<file path="src/rtl/multicycle_cu_if.sv">
// Control/status bundle between the multi-cycle RV32I control unit and its datapath + memory port.
// The master side is the control unit; the slave side is the datapath (or a bench standing in for it).
interface multicycle_cu_if #(
    parameter int ALUCTRL_W = 4
);
    logic [31:0]          instr;
    logic                 zero;
    logic                 lt;
    logic                 ltu;
    logic                 mem_ready;
    logic                 mem_req;
    logic                 mem_we;
    logic                 addr_src;
    logic                 ir_write;
    logic                 pc_write;
    logic [1:0]           pc_src;
    logic [1:0]           alu_src_a;
    logic [1:0]           alu_src_b;
    logic [ALUCTRL_W-1:0] alu_control;
    logic [2:0]           imm_src;
    logic [1:0]           result_src;
    logic                 reg_write;
    logic                 illegal;
    logic                 bus_err;

    modport master (
        input  instr, zero, lt, ltu, mem_ready,
        output mem_req, mem_we, addr_src, ir_write, pc_write, pc_src,
               alu_src_a, alu_src_b, alu_control, imm_src, result_src,
               reg_write, illegal, bus_err
    );

    modport slave (
        output instr, zero, lt, ltu, mem_ready,
        input  mem_req, mem_we, addr_src, ir_write, pc_write, pc_src,
               alu_src_a, alu_src_b, alu_control, imm_src, result_src,
               reg_write, illegal, bus_err
    );
endinterface

</file>
<file path="src/rtl/multicycle_cu.sv">
// Multi-cycle RV32I control FSM: sequences fetch/decode/execute/memory/writeback over a single
// shared memory port with a ready handshake, a bus timeout and sticky illegal/bus-error flags.
module multicycle_cu #(
    parameter int ALUCTRL_W   = 4,
    parameter int MEM_TIMEOUT = 16,
    parameter int CNT_W       = 5
) (
    input  logic            clk,
    input  logic            rst_n,
    multicycle_cu_if.master cu
);

    localparam logic [ALUCTRL_W-1:0] ALU_ADD  = ALUCTRL_W'(0);
    localparam logic [ALUCTRL_W-1:0] ALU_SUB  = ALUCTRL_W'(1);
    localparam logic [ALUCTRL_W-1:0] ALU_AND  = ALUCTRL_W'(2);
    localparam logic [ALUCTRL_W-1:0] ALU_OR   = ALUCTRL_W'(3);
    localparam logic [ALUCTRL_W-1:0] ALU_XOR  = ALUCTRL_W'(4);
    localparam logic [ALUCTRL_W-1:0] ALU_SLT  = ALUCTRL_W'(5);
    localparam logic [ALUCTRL_W-1:0] ALU_SLTU = ALUCTRL_W'(6);
    localparam logic [ALUCTRL_W-1:0] ALU_SLL  = ALUCTRL_W'(7);
    localparam logic [ALUCTRL_W-1:0] ALU_SRL  = ALUCTRL_W'(8);
    localparam logic [ALUCTRL_W-1:0] ALU_SRA  = ALUCTRL_W'(9);

    localparam logic [2:0] IMM_I = 3'd0;
    localparam logic [2:0] IMM_S = 3'd1;
    localparam logic [2:0] IMM_B = 3'd2;
    localparam logic [2:0] IMM_U = 3'd3;
    localparam logic [2:0] IMM_J = 3'd4;

    localparam logic [6:0] OP_R      = 7'b0110011;
    localparam logic [6:0] OP_I      = 7'b0010011;
    localparam logic [6:0] OP_LOAD   = 7'b0000011;
    localparam logic [6:0] OP_STORE  = 7'b0100011;
    localparam logic [6:0] OP_BRANCH = 7'b1100011;
    localparam logic [6:0] OP_JAL    = 7'b1101111;
    localparam logic [6:0] OP_JALR   = 7'b1100111;
    localparam logic [6:0] OP_LUI    = 7'b0110111;
    localparam logic [6:0] OP_AUIPC  = 7'b0010111;

    localparam logic [CNT_W-1:0] CNT_LIMIT = CNT_W'(MEM_TIMEOUT - 1);

    typedef enum logic [3:0] {
        st_fetch, st_decode, st_exec_r, st_exec_i, st_addr, st_mem_rd, st_mem_wr,
        st_wb_alu, st_wb_mem, st_branch, st_jal, st_jalr, st_jalr_pc, st_lui, st_auipc, st_trap
    } state_t;

    state_t               st;
    state_t               nxt;
    logic [CNT_W-1:0]     cnt;
    logic                 illegal_q;
    logic                 bus_err_q;
    logic                 set_ill;
    logic                 set_berr;
    logic [6:0]           opcode;
    logic [2:0]           funct3;
    logic [6:0]           funct7;
    logic [ALUCTRL_W:0]   r_dec;
    logic [ALUCTRL_W:0]   i_dec;
    logic                 br_taken;
    logic                 mem_state;
    logic                 timeout;
    logic                 unused_instr;

    assign opcode       = cu.instr[6:0];
    assign funct3       = cu.instr[14:12];
    assign funct7       = cu.instr[31:25];
    assign unused_instr = ^{cu.instr[24:15], cu.instr[11:7]};

    // Returns {legal, op}; illegal encodings fall back to add so the ALU select stays defined.
    function automatic logic [ALUCTRL_W:0] alu_decode(input logic [2:0] f3,
                                                      input logic [6:0] f7,
                                                      input logic       is_r);
        logic                 ok;
        logic [ALUCTRL_W-1:0] op;
        ok = 1'b1;
        op = ALU_ADD;
        case (f3)
            3'b000: begin
                if (is_r && f7 == 7'b0100000) op = ALU_SUB;
                else if (is_r && f7 != 7'b0000000) ok = 1'b0;
            end
            3'b001: begin op = ALU_SLL;  ok = (f7 == 7'b0000000); end
            3'b010: begin op = ALU_SLT;  ok = !is_r || (f7 == 7'b0000000); end
            3'b011: begin op = ALU_SLTU; ok = !is_r || (f7 == 7'b0000000); end
            3'b100: begin op = ALU_XOR;  ok = !is_r || (f7 == 7'b0000000); end
            3'b101: begin
                if (f7 == 7'b0100000) op = ALU_SRA;
                else if (f7 == 7'b0000000) op = ALU_SRL;
                else ok = 1'b0;
            end
            3'b110: begin op = ALU_OR;   ok = !is_r || (f7 == 7'b0000000); end
            default: begin op = ALU_AND; ok = !is_r || (f7 == 7'b0000000); end
        endcase
        if (!ok) op = ALU_ADD;
        return {ok, op};
    endfunction

    assign r_dec     = alu_decode(funct3, funct7, 1'b1);
    assign i_dec     = alu_decode(funct3, funct7, 1'b0);
    assign mem_state = (st == st_fetch) || (st == st_mem_rd) || (st == st_mem_wr);
    assign timeout   = (cnt == CNT_LIMIT);

    always_comb begin
        br_taken = 1'b0;
        case (funct3)
            3'b000:  br_taken = cu.zero;
            3'b001:  br_taken = !cu.zero;
            3'b100:  br_taken = cu.lt;
            3'b101:  br_taken = !cu.lt;
            3'b110:  br_taken = cu.ltu;
            3'b111:  br_taken = !cu.ltu;
            default: br_taken = 1'b0;
        endcase
    end

    // The wait counter only advances while a memory state is stalled; any state change clears it.
    always_ff @(posedge clk or negedge rst_n) begin
        if (!rst_n) begin
            st        <= st_fetch;
            cnt       <= '0;
            illegal_q <= 1'b0;
            bus_err_q <= 1'b0;
        end else begin
            st <= nxt;
            if (nxt == st && mem_state && !cu.mem_ready) cnt <= cnt + CNT_W'(1);
            else cnt <= '0;
            if (set_ill)  illegal_q <= 1'b1;
            if (set_berr) bus_err_q <= 1'b1;
        end
    end

    always_comb begin
        nxt      = st;
        set_ill  = 1'b0;
        set_berr = 1'b0;
        case (st)
            st_fetch: begin
                if (cu.mem_ready) nxt = st_decode;
                else if (timeout) begin nxt = st_trap; set_berr = 1'b1; end
            end
            st_decode: begin
                case (opcode)
                    OP_R:              nxt = st_exec_r;
                    OP_I:              nxt = st_exec_i;
                    OP_LOAD, OP_STORE: nxt = st_addr;
                    OP_BRANCH:         nxt = st_branch;
                    OP_JAL:            nxt = st_jal;
                    OP_JALR:           nxt = st_jalr;
                    OP_LUI:            nxt = st_lui;
                    OP_AUIPC:          nxt = st_auipc;
                    default: begin nxt = st_trap; set_ill = 1'b1; end
                endcase
            end
            st_exec_r: begin
                if (r_dec[ALUCTRL_W]) nxt = st_wb_alu;
                else begin nxt = st_trap; set_ill = 1'b1; end
            end
            st_exec_i: begin
                if (i_dec[ALUCTRL_W]) nxt = st_wb_alu;
                else begin nxt = st_trap; set_ill = 1'b1; end
            end
            st_addr:   nxt = (opcode == OP_STORE) ? st_mem_wr : st_mem_rd;
            st_mem_rd: begin
                if (cu.mem_ready) nxt = st_wb_mem;
                else if (timeout) begin nxt = st_trap; set_berr = 1'b1; end
            end
            st_mem_wr: begin
                if (cu.mem_ready) nxt = st_fetch;
                else if (timeout) begin nxt = st_trap; set_berr = 1'b1; end
            end
            st_wb_alu, st_wb_mem, st_jal, st_jalr_pc: nxt = st_fetch;
            st_branch: begin
                if (funct3 == 3'b010 || funct3 == 3'b011) begin nxt = st_trap; set_ill = 1'b1; end
                else nxt = st_fetch;
            end
            st_jalr:            nxt = st_jalr_pc;
            st_lui, st_auipc:   nxt = st_wb_alu;
            default:            nxt = st_trap;
        endcase
    end

    // Everything drops while rst_n is low so an in-flight memory request is withdrawn at once.
    always_comb begin
        cu.mem_req     = 1'b0;
        cu.mem_we      = 1'b0;
        cu.addr_src    = 1'b0;
        cu.ir_write    = 1'b0;
        cu.pc_write    = 1'b0;
        cu.pc_src      = 2'd0;
        cu.alu_src_a   = 2'd0;
        cu.alu_src_b   = 2'd0;
        cu.alu_control = ALU_ADD;
        cu.imm_src     = IMM_I;
        cu.result_src  = 2'd0;
        cu.reg_write   = 1'b0;
        if (rst_n) begin
            case (st)
                st_fetch: begin
                    cu.mem_req   = 1'b1;
                    cu.alu_src_b = 2'd2;
                    cu.ir_write  = cu.mem_ready;
                    cu.pc_write  = cu.mem_ready;
                end
                st_decode: begin
                    cu.alu_src_a = 2'd1;
                    cu.alu_src_b = 2'd1;
                    cu.imm_src   = (opcode == OP_JAL) ? IMM_J : IMM_B;
                end
                st_exec_r: begin
                    cu.alu_src_a   = 2'd2;
                    cu.alu_control = r_dec[ALUCTRL_W-1:0];
                end
                st_exec_i: begin
                    cu.alu_src_a   = 2'd2;
                    cu.alu_src_b   = 2'd1;
                    cu.alu_control = i_dec[ALUCTRL_W-1:0];
                end
                st_addr: begin
                    cu.alu_src_a = 2'd2;
                    cu.alu_src_b = 2'd1;
                    cu.imm_src   = (opcode == OP_STORE) ? IMM_S : IMM_I;
                end
                st_mem_rd: begin
                    cu.mem_req  = 1'b1;
                    cu.addr_src = 1'b1;
                end
                st_mem_wr: begin
                    cu.mem_req  = 1'b1;
                    cu.mem_we   = 1'b1;
                    cu.addr_src = 1'b1;
                end
                st_wb_alu: cu.reg_write = 1'b1;
                st_wb_mem: begin
                    cu.reg_write  = 1'b1;
                    cu.result_src = 2'd1;
                end
                st_branch: begin
                    cu.alu_src_a   = 2'd2;
                    cu.alu_control = ALU_SUB;
                    cu.pc_write    = br_taken;
                    cu.pc_src      = br_taken ? 2'd1 : 2'd0;
                end
                st_jal: begin
                    cu.imm_src    = IMM_J;
                    cu.alu_src_a  = 2'd1;
                    cu.alu_src_b  = 2'd2;
                    cu.reg_write  = 1'b1;
                    cu.result_src = 2'd2;
                    cu.pc_write   = 1'b1;
                    cu.pc_src     = 2'd1;
                end
                st_jalr: begin
                    cu.alu_src_a  = 2'd1;
                    cu.alu_src_b  = 2'd2;
                    cu.reg_write  = 1'b1;
                    cu.result_src = 2'd2;
                end
                st_jalr_pc: begin
                    cu.alu_src_a = 2'd2;
                    cu.alu_src_b = 2'd1;
                    cu.pc_write  = 1'b1;
                    cu.pc_src    = 2'd2;
                end
                st_lui: begin
                    cu.alu_src_a = 2'd3;
                    cu.alu_src_b = 2'd1;
                    cu.imm_src   = IMM_U;
                end
                st_auipc: begin
                    cu.alu_src_a = 2'd1;
                    cu.alu_src_b = 2'd1;
                    cu.imm_src   = IMM_U;
                end
                default: ;
            endcase
        end
    end

    assign cu.illegal = illegal_q;
    assign cu.bus_err = bus_err_q;

endmodule

</file>
<file path="src/flat_wrapper.sv">
// flat-port wrapper written by rule: the top's interface ports become plain ports
module multicycle_cu_flat 
#(
    parameter int ALUCTRL_W   = 4,
    parameter int MEM_TIMEOUT = 16,
    parameter int CNT_W       = 5
)
  (clk, rst_n, cu_instr, cu_zero, cu_lt, cu_ltu, cu_mem_ready, cu_mem_req, cu_mem_we, cu_addr_src, cu_ir_write, cu_pc_write, cu_pc_src, cu_alu_src_a, cu_alu_src_b, cu_alu_control, cu_imm_src, cu_result_src, cu_reg_write, cu_illegal, cu_bus_err);
  multicycle_cu_if #(.ALUCTRL_W(ALUCTRL_W)) cu_i ();
  input  logic clk;
  input  logic rst_n;
  input wire logic [$bits(cu_i.instr)-1:0] cu_instr;
  input wire logic [$bits(cu_i.zero)-1:0] cu_zero;
  input wire logic [$bits(cu_i.lt)-1:0] cu_lt;
  input wire logic [$bits(cu_i.ltu)-1:0] cu_ltu;
  input wire logic [$bits(cu_i.mem_ready)-1:0] cu_mem_ready;
  output wire logic [$bits(cu_i.mem_req)-1:0] cu_mem_req;
  output wire logic [$bits(cu_i.mem_we)-1:0] cu_mem_we;
  output wire logic [$bits(cu_i.addr_src)-1:0] cu_addr_src;
  output wire logic [$bits(cu_i.ir_write)-1:0] cu_ir_write;
  output wire logic [$bits(cu_i.pc_write)-1:0] cu_pc_write;
  output wire logic [$bits(cu_i.pc_src)-1:0] cu_pc_src;
  output wire logic [$bits(cu_i.alu_src_a)-1:0] cu_alu_src_a;
  output wire logic [$bits(cu_i.alu_src_b)-1:0] cu_alu_src_b;
  output wire logic [$bits(cu_i.alu_control)-1:0] cu_alu_control;
  output wire logic [$bits(cu_i.imm_src)-1:0] cu_imm_src;
  output wire logic [$bits(cu_i.result_src)-1:0] cu_result_src;
  output wire logic [$bits(cu_i.reg_write)-1:0] cu_reg_write;
  output wire logic [$bits(cu_i.illegal)-1:0] cu_illegal;
  output wire logic [$bits(cu_i.bus_err)-1:0] cu_bus_err;
  assign cu_i.instr = cu_instr;
  assign cu_i.zero = cu_zero;
  assign cu_i.lt = cu_lt;
  assign cu_i.ltu = cu_ltu;
  assign cu_i.mem_ready = cu_mem_ready;
  assign cu_mem_req = cu_i.mem_req;
  assign cu_mem_we = cu_i.mem_we;
  assign cu_addr_src = cu_i.addr_src;
  assign cu_ir_write = cu_i.ir_write;
  assign cu_pc_write = cu_i.pc_write;
  assign cu_pc_src = cu_i.pc_src;
  assign cu_alu_src_a = cu_i.alu_src_a;
  assign cu_alu_src_b = cu_i.alu_src_b;
  assign cu_alu_control = cu_i.alu_control;
  assign cu_imm_src = cu_i.imm_src;
  assign cu_result_src = cu_i.result_src;
  assign cu_reg_write = cu_i.reg_write;
  assign cu_illegal = cu_i.illegal;
  assign cu_bus_err = cu_i.bus_err;
  multicycle_cu #(.ALUCTRL_W(ALUCTRL_W), .MEM_TIMEOUT(MEM_TIMEOUT), .CNT_W(CNT_W)) u_core (.clk(clk), .rst_n(rst_n), .cu(cu_i));
endmodule
</file>
<file path="config.mk">
export PLATFORM = sky130hd
export DESIGN_NAME = multicycle_cu_flat
export DESIGN_NICKNAME = d
export VERILOG_FILES = /design/src/rtl/multicycle_cu_if.sv /design/src/rtl/multicycle_cu.sv /design/src/flat_wrapper.sv
export SDC_FILE = /design/constraint.sdc
export NUM_CORES = 1
export LEC_CHECK = 0
export BUFFER_PORTS_ARGS = -buffer_cell sky130_fd_sc_hd__buf_2
export CORE_MARGIN = 2
export CORE_UTILIZATION = 30
export CTS_CLUSTER_SIZE = 8
export DETAILED_ROUTE_END_ITERATION = 6
export PLACE_DENSITY_LB_ADDON = 0.12
export SYNTH_ARGS = -nofsm -noshare
export SYNTH_HDL_FRONTEND = slang
export SYNTH_SLANG_ARGS = --single-unit
</file>
<file path="constraint.sdc">
create_clock -name clk -period 2.3 [get_ports clk]
set_clock_uncertainty 0.15 [all_clocks]
set_input_delay 0.46 -clock clk [delete_from_list [all_inputs] [get_ports clk]]
set_output_delay 0.46 -clock clk [all_outputs]
set_load 0.05 [all_outputs]
</file>
==> metrics.txt <==
# TYPE chip_impl_metric gauge
chip_impl_metric{name="placed_wire_length_estimate",unit="um"} 3800
chip_impl_metric{name="static-leakage-power",unit="uW"} 0.00116
chip_impl_metric{name="flow.area_growth_from_synthesis",unit="%"} 82.6
chip_impl_metric{name="timing.hold.ws",unit="ns"} 0.0597
chip_impl_metric{name="pnr_worst_setup_slack",unit="ns"} -0.280
chip_impl_metric{name="die_height",unit="um"} 73.7
chip_impl_metric{name="post-synth-top-area-fraction",unit="%"} 18.9
chip_impl_info{name="r2r-end",value="u_core.cnt[1]"} 1
chip_impl_metric{name="die_width",unit="um"} 73.7
chip_impl_metric{name="synthesis.area_per_instance",unit="um2"} 7.36
chip_impl_metric{name="ys_async_sr_fraction",unit="%"} 100
chip_impl_metric{name="first_global_vias",unit=""} 1671
chip_impl_metric{name="drtPass1Iterations",unit=""} 4
chip_impl_metric{name="worst_slew_slack_as_a_fraction_of_its_limit",unit="%"} 68.7
chip_impl_info{name="critPathSlowestCell",value="sky130_fd_sc_hd__or4_4"} 1
chip_impl_metric{name="fillerInstances",unit=""} 448
chip_impl_metric{name="maxClockFrequency",unit="MHz"} 388
chip_impl_metric{name="timing.critical_path.buf_inv",unit=""} 2
chip_impl_metric{name="clockBufferDepth",unit=""} 2
chip_impl_info{name="cell_with_the_most_instances_on_the_worst_path",value="sky130_fd_sc_hd__buf_6"} 1
chip_impl_metric{name="clock_sink_count",unit=""} 11
chip_impl_metric{name="critical_path.max_fanout",unit=""} 2
chip_impl_metric{name="h_tree_lvl_count",unit=""} 1
chip_impl_metric{name="drv_slew",unit=""} 0
chip_impl_metric{name="placed_cells",unit=""} 334
chip_impl_info{name="grt_setup_unrepaired",value="yes"} 1
chip_impl_metric{name="finalHoldViolCount",unit=""} 0
chip_impl_metric{name="antenna_found_initial",unit=""} 0
chip_impl_metric{name="setup_viol",unit=""} 6
chip_impl_metric{name="power.ir.vdd_worst",unit="uV"} 387
chip_impl_info{name="timing.rr.start",value="u_core.cnt[0]"} 1
chip_impl_metric{name="cap_violations",unit=""} 0
chip_impl_metric{name="yosysUniqueCellTypes",unit=""} 57
chip_impl_metric{name="route.antenna.remaining_nets",unit=""} 0
chip_impl_metric{name="timing.reg2reg.setup_slack",unit="ns"} 0.12
chip_impl_metric{name="insertion_delay",unit="ns"} 0.24
chip_impl_metric{name="clock_buffer_count_from_cts",unit=""} 3
chip_impl_info{name="critPathCaptureType",value="output port"} 1
chip_impl_metric{name="yosysWarnings",unit=""} 0
chip_impl_info{name="worstPathCellList",value="buf_6 > nand2b_4 > or4_4 > or3_4 > a221oi_4 > buf_6"} 1
chip_impl_metric{name="total_of_flip_flops_plus_latches_after_synthesis",unit=""} 11
chip_impl_metric{name="seq_area_frac_synth",unit="%"} 18.9
chip_impl_metric{name="totalPowerFinal",unit="uW"} 2700
chip_impl_metric{name="p_per_area",unit="nW/um2"} 1020
chip_impl_info{name="min-delay-path-class",value="input pin to asynchronous set/reset pin"} 1
chip_impl_metric{name="data_arrival_time_at_the_worst_slack_endpoint",unit="ns"} 1.97
chip_impl_info{name="dominantRegCellSynth",value="sky130_fd_sc_hd__dfrtp_1"} 1
chip_impl_metric{name="port_buffers",unit=""} 45
chip_impl_metric{name="number_of_flops_mapped_to_enable_cells_by_yosys",unit=""} 0
chip_impl_info{name="most_numerous_cell_in_the_yosys_netlist",value="sky130_fd_sc_hd__nor2_1"} 1
chip_impl_metric{name="vias",unit=""} 1839
chip_impl_metric{name="routed_wl",unit="um"} 5080
chip_impl_metric{name="avgRoutedWirePerCell",unit="um"} 14.5
chip_impl_metric{name="combined_area_of_the_multi_input_logic_cells",unit="um2"} 1360
chip_impl_metric{name="route.detailed.drc",unit=""} 0
chip_impl_metric{name="syn-num-nets",unit=""} 238
chip_impl_metric{name="floorplan.rows",unit=""} 25
chip_impl_info{name="cts_root_buffer",value="sky130_fd_sc_hd__clkbuf_8"} 1
chip_impl_metric{name="cts.clk_slew.worst_paths",unit="ns"} 0.05
chip_impl_info{name="criticalPathCategory",value="input pin to output port"} 1
chip_impl_metric{name="worstRegToRegCells",unit=""} 7
chip_impl_metric{name="syn-cell-area",unit="um2"} 1460
chip_impl_info{name="run_status",value="finished with violations"} 1
chip_impl_metric{name="final_core_util",unit="%"} 56.7
chip_impl_metric{name="gr_ovfl_total",unit=""} 0
chip_impl_metric{name="timing_worst_slew_pin_value",unit="ns"} 0.465
chip_impl_info{name="tritoncts_clock_tree",value="done"} 1
chip_impl_metric{name="grt_max_degree",unit=""} 24
chip_impl_info{name="failed_checks",value="setup timing"} 1
chip_impl_metric{name="detailedRoute.firstIterationViolations",unit=""} 59
chip_impl_metric{name="number_of_nets_in_the_final_layout",unit=""} 338
chip_impl_info{name="synth.largest_area_cell",value="sky130_fd_sc_hd__dfrtp_1"} 1
chip_impl_info{name="timing.critical_path.from_type",value="input pin"} 1
chip_impl_metric{name="initial_utilization",unit="%"} 31.0
chip_impl_metric{name="final_cells",unit=""} 351
chip_impl_metric{name="cpPeakStageDelay",unit="ns"} 0.49
chip_impl_metric{name="core",unit="um2"} 4690
chip_impl_info{name="yosys-top-cells-count",value="25 x sky130_fd_sc_hd__nor2_1, 15 x sky130_fd_sc_hd__nand2_1, 12 x sky130_fd_sc_hd__a21oi_1"} 1
chip_impl_metric{name="ff_latch_area",unit="um2"} 277
chip_impl_metric{name="period_needed",unit="ns"} 2.58
chip_impl_metric{name="holdBufCountCts",unit=""} 0
chip_impl_metric{name="routed_via_density",unit=""} 5.24
chip_impl_metric{name="final_min_period_over_clock_period",unit="%"} 112
chip_impl_info{name="yosys-top-cells-area",value="sky130_fd_sc_hd__dfrtp_1 19%, sky130_fd_sc_hd__nor2_1 6.4%, sky130_fd_sc_hd__nand2b_1 4.3%, sky130_fd_sc_hd__a21oi_1 4.1%, sky130_fd_sc_hd__nand2_1 3.9%"} 1
chip_impl_metric{name="gp_congestion",unit=""} 0.774
chip_impl_metric{name="cp_data_required_time",unit="ns"} 1.69
chip_impl_metric{name="track_usage",unit="%"} 18.5
chip_impl_metric{name="design.portCount",unit=""} 61
chip_impl_metric{name="antenna_fix_cells",unit=""} 0
chip_impl_metric{name="cells_after_synthesis",unit=""} 198
chip_impl_info{name="worst_path_dominant_cell_family",value="simple AND/OR/NAND/NOR gates"} 1
chip_impl_metric{name="grt_pass1_wl",unit="um"} 7980
chip_impl_metric{name="dieArea",unit="um2"} 5430
chip_impl_metric{name="fraction_of_layout_cells_with_a_size_suffix_above_1",unit="%"} 55.2
[layout make-up]
| class | instances | area share, % |
|---|---|---|
| Clock buffer | 4 | 1.69 |
| Tap cell | 54 | 2.54 |
| Inverter | 5 | 0.706 |
| Timing Repair Buffer | 112 | 33.6 |
| Sequential cell | 11 | 10.4 |
| Multi-Input combinational cell | 165 | 51.0 |
[what timing repair did]
action / in CTS / in global routing
setup endpoints to repair: 14 / 25
resized for setup: 31 / 49
endpoints found under the hold margin: 0 / 0
cloned: 0 / 1
pin swaps: 5 / 10
setup buffers: 3 / 10
[logic make-up (layout without fill, tap and decap cells)]
kind of cell	count (synthesis)	after routing	synth area share, %
mux	2	2	1.37
buf+inv	22	121	6.44
xor+xnor	8	8	4.81
flops	11	11	18.9
simple gates	96	96	38.4
compound gates	57	57	28.4
fa+ha+maj	2	2	1.72
[metrics by stage]
step / instance area [um2] / setup TNS, ns / setup WS (ns)
floorplan: 1580 / -1.28 / -0.286
global placement: 2200 / -1.89 / -0.412
detailed placement: 2200 / -1.98 / -0.426
CTS: 2370 / -1.49 / -0.315
global route: 2660 / -1.74 / -0.330
finish: 2660 / -1.28 / -0.280
[layout by cell type, fill, tap and decap left out, types with 3 or more instances in the layout]
cell,n
sky130_fd_sc_hd__a21oi_1,7
sky130_fd_sc_hd__a21oi_2,5
sky130_fd_sc_hd__buf_2,26
sky130_fd_sc_hd__buf_4,58
sky130_fd_sc_hd__buf_6,23
sky130_fd_sc_hd__clkbuf_8,3
sky130_fd_sc_hd__dfrtp_1,10
sky130_fd_sc_hd__inv_1,5
sky130_fd_sc_hd__nand2_1,13
sky130_fd_sc_hd__nand2b_1,6
sky130_fd_sc_hd__nand2b_4,3
sky130_fd_sc_hd__nand3_1,4
sky130_fd_sc_hd__nand3b_1,6
sky130_fd_sc_hd__nor2_1,17
sky130_fd_sc_hd__nor2_2,5
sky130_fd_sc_hd__nor2_4,3
sky130_fd_sc_hd__nor2b_1,4
sky130_fd_sc_hd__nor3_4,3
sky130_fd_sc_hd__o211ai_1,5
sky130_fd_sc_hd__o21a_1,4
sky130_fd_sc_hd__o21ai_0,8
sky130_fd_sc_hd__xnor2_1,4
sky130_fd_sc_hd__xor2_1,4
[routing by layer]
layer  wire length (um)  global-route usage (%)  vias up
li1                   -                       -      931
met4                 19                    3.64        0
met5                  0                       0        -
met3                126                    1.23        2
met1               2400                    25.6      869
met2               2540                    31.5       37
[worst max path at each step]
stage                 startpoint                 to  slack [ns]  cells after the start
global route        cu_instr[26]  cu_alu_control[0]       -0.33                      7
finish               cu_instr[4]      cu_imm_src[0]       -0.28                      6
detailed placement   cu_instr[4]      cu_imm_src[0]       -0.43                      6
floorplan           cu_instr[26]  cu_alu_control[0]       -0.29                      4
global placement     cu_instr[4]      cu_imm_src[0]       -0.41                      6
CTS                 cu_instr[26]  cu_alu_control[0]       -0.31                      7
[power by group]
group / internal, uW / total [uW] / switching [uW]
Combinational: 1010 / 2200 / 1190
Clock: 122 / 194 / 71.9
Sequential: 245 / 304 / 59.3
[state kept, by name (all words and copies together) (netlist names)]
signal,cells
u_core.cnt,5
u_core.cu.bus_err,1
u_core.cu.illegal,1
u_core.st,4
No activity file was read; power rests on OpenSTA's default activity.
